==> config.mk <==
export PLATFORM = sky130hd
export DESIGN_NAME = conv_result_streamer
export DESIGN_NICKNAME = d
export VERILOG_FILES = /design/src/rtl/conv_result_streamer.sv
export SDC_FILE = /design/constraint.sdc
export NUM_CORES = 1
export LEC_CHECK = 0
export CAP_MARGIN = 20
export CELL_PAD_IN_SITES_DETAIL_PLACEMENT = 0
export CELL_PAD_IN_SITES_GLOBAL_PLACEMENT = 2
export CORE_ASPECT_RATIO = 2
export CORE_MARGIN = 2
export CORE_UTILIZATION = 35
export CTS_CLUSTER_DIAMETER = 60
export DETAILED_ROUTE_END_ITERATION = 12
export PLACE_DENSITY_LB_ADDON = 0.12
export SYNTH_ARGS = -nofsm -noshare
export SYNTH_HDL_FRONTEND = slang
export SYNTH_SLANG_ARGS = --single-unit
==> constraint.sdc <==
create_clock -name clk -period 65.2 [get_ports clk]
set_input_delay 13.04 -clock clk [delete_from_list [all_inputs] [get_ports clk]]
set_output_delay 13.04 -clock clk [all_outputs]
set_load 0.01 [all_outputs]
==> src/rtl/conv_result_streamer.sv <==
// conv_result_streamer: captures the conv engine's result array on done_in and
// streams it one entry per beat (shift, optional ReLU, saturate to OUT_W bits).
// Latency: done_in at edge k -> beat 0 valid from edge k+1; outputs registered.
// Backpressure: m_data/m_index/m_last hold while m_valid && !m_ready.
// Ports: clk/rst (sync, active-high); done_in + result_in (flattened array, entry i
//   at [i*IN_W +: IN_W]); m_valid/m_ready/m_data/m_index/m_last stream;
//   busy, frame_done, overrun (sticky, cleared by clr_overrun; set wins).
module conv_result_streamer #(
  parameter int N_RESULTS = 30,
  parameter int IN_W      = 18,
  parameter int OUT_W     = 8,
  parameter int SHIFT     = 0,
  parameter bit RELU      = 1'b1,
  localparam int IDX_W    = $clog2(N_RESULTS)
) (
  input  logic                      clk,
  input  logic                      rst,
  input  logic                      done_in,
  input  logic [N_RESULTS*IN_W-1:0] result_in,
  output logic                      m_valid,
  input  logic                      m_ready,
  output logic [OUT_W-1:0]          m_data,
  output logic [IDX_W-1:0]          m_index,
  output logic                      m_last,
  output logic                      busy,
  output logic                      frame_done,
  output logic                      overrun,
  input  logic                      clr_overrun
);

  typedef enum logic [1:0] {IDLE, STREAM, FIN} state_t;

  localparam logic [IDX_W-1:0]       LAST_IDX = IDX_W'(N_RESULTS - 1);
  localparam logic signed [IN_W-1:0] U_MAX    = IN_W'(2**OUT_W - 1);
  localparam logic signed [IN_W-1:0] S_MAX    = IN_W'(2**(OUT_W-1) - 1);
  localparam logic signed [IN_W-1:0] S_MIN    = IN_W'(-(2**(OUT_W-1)));

  // Arithmetic shift, then either ReLU + unsigned clip or signed saturation.
  function automatic logic [OUT_W-1:0] proc(input logic signed [IN_W-1:0] x);
    logic signed [IN_W-1:0] s;
    logic [OUT_W-1:0]       r;
    s = x >>> SHIFT;
    if (RELU) begin
      if (s[IN_W-1])      r = '0;
      else if (s > U_MAX) r = '1;
      else                r = s[OUT_W-1:0];
    end else begin
      if (s > S_MAX)      r = S_MAX[OUT_W-1:0];
      else if (s < S_MIN) r = S_MIN[OUT_W-1:0];
      else                r = s[OUT_W-1:0];
    end
    return r;
  endfunction

  logic [IN_W-1:0]  res_buf_q [N_RESULTS];
  state_t           state_q;
  logic [IDX_W-1:0] idx_q;
  logic [IDX_W-1:0] idx_d;
  logic             valid_q;
  logic [OUT_W-1:0] data_q;
  logic             last_q;
  logic             busy_q;
  logic             fd_q;
  logic             ovr_q;

  assign idx_d = idx_q + 1'b1;

  // Frame buffer: written only on an accepted done_in, never reset.
  always_ff @(posedge clk) begin
    if (state_q == IDLE && done_in) begin
      for (int i = 0; i < N_RESULTS; i++) begin
        res_buf_q[i] <= result_in[i*IN_W +: IN_W];
      end
    end
  end

  always_ff @(posedge clk) begin
    if (rst) begin
      state_q <= IDLE;
      idx_q   <= '0;
      valid_q <= 1'b0;
      data_q  <= '0;
      last_q  <= 1'b0;
      busy_q  <= 1'b0;
      fd_q    <= 1'b0;
      ovr_q   <= 1'b0;
    end else begin
      fd_q <= 1'b0;
      // A done_in outside IDLE is dropped; flag it, and let it beat a clear.
      if (done_in && state_q != IDLE) ovr_q <= 1'b1;
      else if (clr_overrun)           ovr_q <= 1'b0;

      case (state_q)
        IDLE: begin
          if (done_in) begin
            state_q <= STREAM;
            busy_q  <= 1'b1;
            valid_q <= 1'b1;
            idx_q   <= '0;
            // Beat 0 comes straight from the input so it is valid next cycle.
            data_q  <= proc(result_in[IN_W-1:0]);
            last_q  <= 1'b0;
          end
        end
        STREAM: begin
          // valid_q is always high in STREAM, so m_ready alone marks a transfer.
          if (m_ready) begin
            if (idx_q == LAST_IDX) begin
              state_q <= FIN;
              valid_q <= 1'b0;
              last_q  <= 1'b0;
              fd_q    <= 1'b1;
            end else begin
              idx_q  <= idx_d;
              data_q <= proc(res_buf_q[idx_d]);
              last_q <= (idx_d == LAST_IDX);
            end
          end
        end
        FIN: begin
          state_q <= IDLE;
          busy_q  <= 1'b0;
        end
        default: begin
          state_q <= IDLE;
          busy_q  <= 1'b0;
          valid_q <= 1'b0;
        end
      endcase
    end
  end

  assign m_valid    = valid_q;
  assign m_data     = data_q;
  assign m_index    = idx_q;
  assign m_last     = last_q;
  assign busy       = busy_q;
  assign frame_done = fd_q;
  assign overrun    = ovr_q;

endmodule

==> impl_metrics.csv, run 1 <==
group,metric,value,unit
power,power_per_cell_area,27.5,nW/um2
timing,max_slew_violation_total_from_the_final_report,0,
placed_design,portBuffers,562,
final_layout,final_util,0.491,
route,post_drt_wl_per_cell,24.7,um
worst_setup_path,cp-end-kind,"register",
clocking,clock_insertion_delay_worst_skew,0.58,ns
worst_setup_path,ff2ff_setup_slack,60.44,ns
route,drc_errors,0,
worst_setup_path,critPathLaunchType,"input port",
final_layout,final_net_count,2195,
clocking,tritoncts_clock_tree,"yes",
placed_design,place.detailed.hpwl,45.3,mm
yosys,ys_warnings,0,
worst_hold_path,hold_depth,2,
yosys,post-synth-top-area-fraction,0.781,
yosys,synth-seq-cells,560,
clocking,ctsResizeCount,0,
floorplan,die_area,61400,um2
clocking,sink_count,560,
timing,timing.slew.headroom,0.298,
worst_hold_path,hold_critical_path_endpoint,"m_last",
worst_setup_path,critical_path.max_fanout,84,
yosys,synth_area_leader_cell,"sky130_fd_sc_hd__edfxtp_1",
yosys,avgSynthCellArea,19.5,um2
grt,grt_max_degree,85,
timing,final.setup_skew,0.0245,ns
yosys,synth.area.top_cells,"sky130_fd_sc_hd__edfxtp_1 78%, sky130_fd_sc_hd__mux4_2 8.0%, sky130_fd_sc_hd__dfxtp_1 1.9%",
clocking,clk_transition_reported_paths,0.07,ns
floorplan,coreArea,58800,um2
grt,first_global_vias,13000,
final_layout,postLayoutCellArea,28900,um2
clocking,ctsHtreeMaxLevel,2,
final_layout,num-fill-cells,4986,
route,detailedRoute.firstPassIterationCount,4,
timing,setup_repair_after_global_routing_missed_its_margin,"no",
route,drt-initial-drc-count,609,
clocking,cts_max_path_buffers,3,
yosys,synthCells,1062,
timing,final-setup-viol-count,0,
worst_setup_path,worst-setup-path-type,"in -> reg",
final_layout,layout_commonest_cell,"sky130_fd_sc_hd__clkdlybuf4s50_1",
timing,totalNegativeSetupSlack,0,ns
worst_setup_path,worst_r2r_endpoint,"m_data[0]",
worst_setup_path,worstReg2RegStart,"m_index[0]",
worst_setup_path,crit_path_start,"done_in",
run_status,result_of_the_run,"complete, no violations",
timing,finalCritPeriodShare,0.264,
yosys,synthFlopType,"sky130_fd_sc_hd__edfxtp_1",
yosys,synth_area,20800,um2
floorplan,rows,126,
worst_setup_path,critical_path_required,65.39,ns
grt,grt_pass1_wl,85.4,mm
yosys,synth_cell_type_count,53,
route,vias,12000,
job,timing.max_cap.violations,0,
yosys,synth.yosys.seq_area_share,0.801,
yosys,mappedNetlistNets,1610,
timing,tightestPinTransition,1.05,ns
timing,timing.final.hold_violations,0,
timing,fin_crit,17.18,ns
yosys,ys_async_sr_fraction,0,
final_layout,area_growth,39.0,%
clocking,postCtsHoldBufs,0,
clocking,cts_root_buf,"sky130_fd_sc_hd__clkbuf_16",
power,static-leakage-power,9.48,nW
route,wirelength,60.7,mm
clocking,cts_setup_buffers,0,
route,detail-route-antenna-nets,0,
grt,grt_overflow_total,0,
worst_hold_path,hp-class,"reg -> reg",
final_layout,final_cell_mix,"562 x sky130_fd_sc_hd__clkdlybuf4s50_1, 540 x sky130_fd_sc_hd__edfxtp_1, 78 x sky130_fd_sc_hd__nor2_1",
final_layout,layout-drive-gt1-share,0.108,
clocking,numCtsBuffers,50,
power,irDropWorstVdd,0.0234,mV
floorplan,design.portCount,563,
worst_hold_path,hold_path.startpoint,"m_last",
placed_design,finalWeightedCongestion,0.776,
yosys,synth_enable_flop_cells,540,
placed_design,dpl-instance-area,27200,um2
worst_setup_path,critPathArrivalTime,17.37,ns
timing,max_clock_freq,58.2,MHz
floorplan,die_y,348,um
grt,globalRouteTotalUtil,0.195,
grt,grt_antenna_before_repair,19,
route,routed_via_density,4.87,
floorplan,initial_core_utilization,0.353,
floorplan,chipWidth,176,um
worst_setup_path,worst_r2r_path_depth,10,
kinds of logic after synthesis:
family / share of synthesized area
AOI/OAI and AO/OA: 0.0371
xor gates and xnor gates: 0.00283
adders and majority gates: 0.00181
buffers and inverters: 0.0163
DFF: 0.801
muxes: 0.0896
and+or+nand+nor: 0.0517
power breakdown:
part	internal (W)	switching [W]
sequential	0.000422	0.00000623
clock	0.000168	0.000127
combinational	0.0000419	0.0000287
total	0.000631	0.000162
cell type report:
type | count | area [um2] | area share
Clock inverter | 24 | 300 | 0.0104
Multi-Input combinational cell | 452 | 3880 | 0.135
Antenna cell | 10 | 25.0 | 0.000867
Inverter | 4 | 15.0 | 0.000520
Timing Repair Buffer | 579 | 5750 | 0.199
Tap cell | 768 | 961 | 0.0333
Clock buffer | 61 | 1290 | 0.0448
Sequential cell | 560 | 16600 | 0.576
registers in the layout, indices dropped and copies added (netlist names):
register and count:
busy 1, state_q 2, overrun 1, m_index 5
res_buf_q 540, frame_done 1, m_data 8, m_last 1
m_valid 1
Yosys cell counts (all sizes together), types with 4 or more instances:
| cell type | number |
|---|---|
| dfxtp | 20 |
| clkbuf | 7 |
| nor2 | 78 |
| o21ai | 37 |
| o311ai | 5 |
| buf | 39 |
| nor3 | 25 |
| inv | 4 |
| edfxtp | 540 |
| mux2i | 5 |
| a211oi | 16 |
| nor4 | 30 |
| a31oi | 5 |
| a21oi | 49 |
| mux4 | 76 |
| mux2 | 8 |
| nand4 | 4 |
| or4 | 6 |
| nand3 | 21 |
| nand2 | 57 |
metrics by stage:
stage	worst slack [ns]	total power, W	std cells	hold slack (ns)
finish	48.02	0.000793	2458	0.484
global route	47.63	0.000823	2457	0.508
CTS	47.99	0.000806	2447	0.489
detailed placement	47.35	0.000508	2362	0.478
global placement	47.57	0.000506	2362	0.465
floorplan	11.57	0.000490	1062	0.493
worst max-delay path: stages:
cell                              delay [ns]
sky130_fd_sc_hd__clkdlybuf4s50_1        0.50
sky130_fd_sc_hd__nor3b_2                0.20
sky130_fd_sc_hd__buf_4                  0.82
sky130_fd_sc_hd__buf_4                  0.84
sky130_fd_sc_hd__buf_4                  0.85
sky130_fd_sc_hd__buf_4                  0.91
how the worst max path moves through the flow:
stage | slack (ns) | cells after the start | to
detailed placement | 47.35 | 6 | res_buf_q[11][12]
CTS | 47.99 | 6 | res_buf_q[3][12]
finish | 48.02 | 6 | res_buf_q[3][12]
global placement | 47.57 | 6 | res_buf_q[11][12]
global route | 47.63 | 6 | res_buf_q[3][11]
floorplan | 11.57 | 1 | res_buf_q[0][0]
layer usage:
| layer | vias to the layer above | GRT usage | part of all wire |
|---|---|---|---|
| met5 | - | 0 | 0.0017 |
| met4 | 16 | 0.0627 | 0.023 |
| met3 | 82 | 0.0721 | 0.10 |
| met2 | 507 | 0.367 | 0.55 |
| met1 | 5897 | 0.196 | 0.32 |
| li1 | 5470 | - | - |
(Power assumes the default switching activity.)
==> inputs of run 2 (changes only) <==
==> constraint.sdc (replaced) <==
create_clock -name clk -period 17.61 [get_ports clk]
set_input_delay 3.522 -clock clk [delete_from_list [all_inputs] [get_ports clk]]
set_output_delay 3.522 -clock clk [all_outputs]
set_load 0.01 [all_outputs]
==> impl_metrics.csv, run 2 (synthesized netlist as in run 1, its figures left out) <==
group,metric,value,unit
worst_setup_path,cp-end-kind,"register",
power,static-leakage-power,9.51,nW
floorplan,die_y,348,um
final_layout,layout_commonest_cell,"sky130_fd_sc_hd__clkdlybuf4s50_1",
worst_setup_path,worst-setup-path-type,"in -> reg",
route,post_drt_wl_per_cell,24.6,um
route,drt-initial-drc-count,607,
timing,final-setup-viol-count,0,
route,drc_errors,0,
power,p_comb_frac,0.089,
job,timing.max_cap.violations,0,
route,routed_via_density,4.82,
grt,grt_overflow_total,0,
clocking,cts_setup_buffers,0,
worst_setup_path,critPathLaunchType,"input port",
route,vias,11900,
timing,setup_repair_after_global_routing_missed_its_margin,"no",
final_layout,final_cell_mix,"562 x sky130_fd_sc_hd__clkdlybuf4s50_1, 540 x sky130_fd_sc_hd__edfxtp_1, 78 x sky130_fd_sc_hd__nor2_1",
grt,grt_pass1_wl,86.2,mm
clocking,tritoncts_clock_tree,"yes",
floorplan,design.portCount,563,
final_layout,num-fill-cells,4995,
route,detail-route-antenna-nets,0,
floorplan,coreArea,58800,um2
final_layout,area_growth,39.4,%
final_layout,final_net_count,2195,
grt,globalRouteTotalUtil,0.195,
placed_design,place.detailed.hpwl,44.6,mm
clocking,clock_insertion_delay_worst_skew,0.59,ns
placed_design,finalWeightedCongestion,0.796,
worst_hold_path,hp-class,"reg -> reg",
worst_setup_path,critical_path_required,17.82,ns
final_layout,largest_register,"res_buf_q",
worst_setup_path,critical_path.max_fanout,191,
placed_design,dpl-instance-area,27200,um2
final_layout,postLayoutCellArea,28900,um2
timing,finalCritPeriodShare,0.331,
timing,fin_crit,5.84,ns
timing,timing.slew.headroom,0.292,
clocking,numCtsBuffers,52,
floorplan,die_area,61400,um2
route,detailedRoute.firstPassIterationCount,5,
final_layout,layout-drive-gt1-share,0.111,
power,power.share.switching,0.209,
run_status,result_of_the_run,"complete, no violations",
worst_setup_path,worst_r2r_path_depth,12,
timing,timing.final.hold_violations,0,
clocking,clk_transition_reported_paths,0.06,ns
timing,tightestPinTransition,1.06,ns
worst_hold_path,hold_depth,2,
worst_setup_path,critPathArrivalTime,6.04,ns
grt,first_global_vias,13200,
clocking,postCtsHoldBufs,0,
power,p_sw,0.000619,W
grt,grt_max_degree,192,
floorplan,initial_core_utilization,0.353,
power,cell_internal_pwr,0.00234,W
timing,max_clock_freq,171,MHz
clocking,cts_root_buf,"sky130_fd_sc_hd__clkbuf_16",
power,irDropWorstVdd,0.0745,mV
clocking,cts_max_path_buffers,3,
power,seq_power_share,0.535,
timing,max_slew_violation_total_from_the_final_report,0,
power,power_per_cell_area,102,nW/um2
route,wirelength,60.5,mm
clocking,ctsResizeCount,0,
floorplan,rows,126,
power,clockPowerShare,0.376,
worst_setup_path,ff2ff_setup_slack,13.34,ns
clocking,sink_count,560,
timing,final.setup_skew,0.0177,ns
final_layout,largest_register_ffs,540,
grt,grt_antenna_before_repair,13,
clocking,ctsHtreeMaxLevel,2,
placed_design,dp.cells,2359,
placed_design,portBuffers,562,
final_layout,finish.cell_count_without_fillers,2461,
floorplan,chipWidth,176,um
## run 2: changes by cell type in the layout (fill, tap and decap cells not counted), moves of 2 or more
cell / delta
sky130_fd_sc_hd__buf_12: +2
sky130_fd_sc_hd__buf_4: -5
sky130_fd_sc_hd__bufinv_16: -2
sky130_fd_sc_hd__clkbuf_16: +2
sky130_fd_sc_hd__clkinv_1: +2
sky130_fd_sc_hd__clkinv_2: +2
sky130_fd_sc_hd__clkinvlp_4: +2
sky130_fd_sc_hd__diode_2: -5
sky130_fd_sc_hd__inv_6: +2
## run 2: metal layers
metal	GRT usage	wire length (um)	vias up
li1	-	-	5474
met1	0.197	19800	5799
met2	0.368	33100	478
met3	0.0710	6010	82
met4	0.0590	1420	18
met5	0	120	-
## run 2: power groups by stage
stage	combinational [W]	clock, W	sequential [W]
2_1_floorplan	0.0000996	0	0.00164
3_3_place_gp	0.000262	0	0.00161
3_5_place_dp	0.000267	0	0.00161
4_1_cts	0.000268	0.00115	0.00159
5_1_grt	0.000283	0.00119	0.00159
6_report	0.000262	0.00111	0.00158
## run 2: worst paths after layout
check	end	start
setup / recovery	res_buf_q[13][12]	done_in
hold / removal	m_last	m_last
setup reg to reg	m_data[7]	m_index[0]
hold reg to reg	m_last	m_last
## run 2: through the flow
step / hold slack (ns) / total power, W / setup WS [ns] / utilization / TNS (ns)
after floorplan: 0.493 / 0.00174 / -0.0141 / - / -7.63
after CTS: 0.495 / 0.00300 / 11.63 / 0.491 / 0
after global routing: 0.520 / 0.00307 / 11.65 / 0.492 / 0
final: 0.493 / 0.00296 / 11.77 / 0.492 / 0
after detailed placement: 0.481 / 0.00188 / 10.97 / 0.463 / 0
after global placement: 0.473 / 0.00187 / 11.12 / 0.463 / 0
## run 2: area by class of cell
type | count | area [um2] | area share
diodes | 5 | 12.5 | 0.000432
clock buffers | 64 | 1360 | 0.0469
clock inverters | 31 | 299 | 0.0103
inverters | 4 | 15.0 | 0.000519
multi-input cells | 452 | 3890 | 0.134
flip-flops and latches | 560 | 16600 | 0.574
well taps | 768 | 961 | 0.0332
repair buffers | 577 | 5780 | 0.200
## run 2: worst max-delay path: stages
cell	delay, ns
sky130_fd_sc_hd__clkdlybuf4s50_1	0.52
sky130_fd_sc_hd__nor3b_4	0.25
sky130_fd_sc_hd__buf_12	0.66
sky130_fd_sc_hd__buf_12	0.80
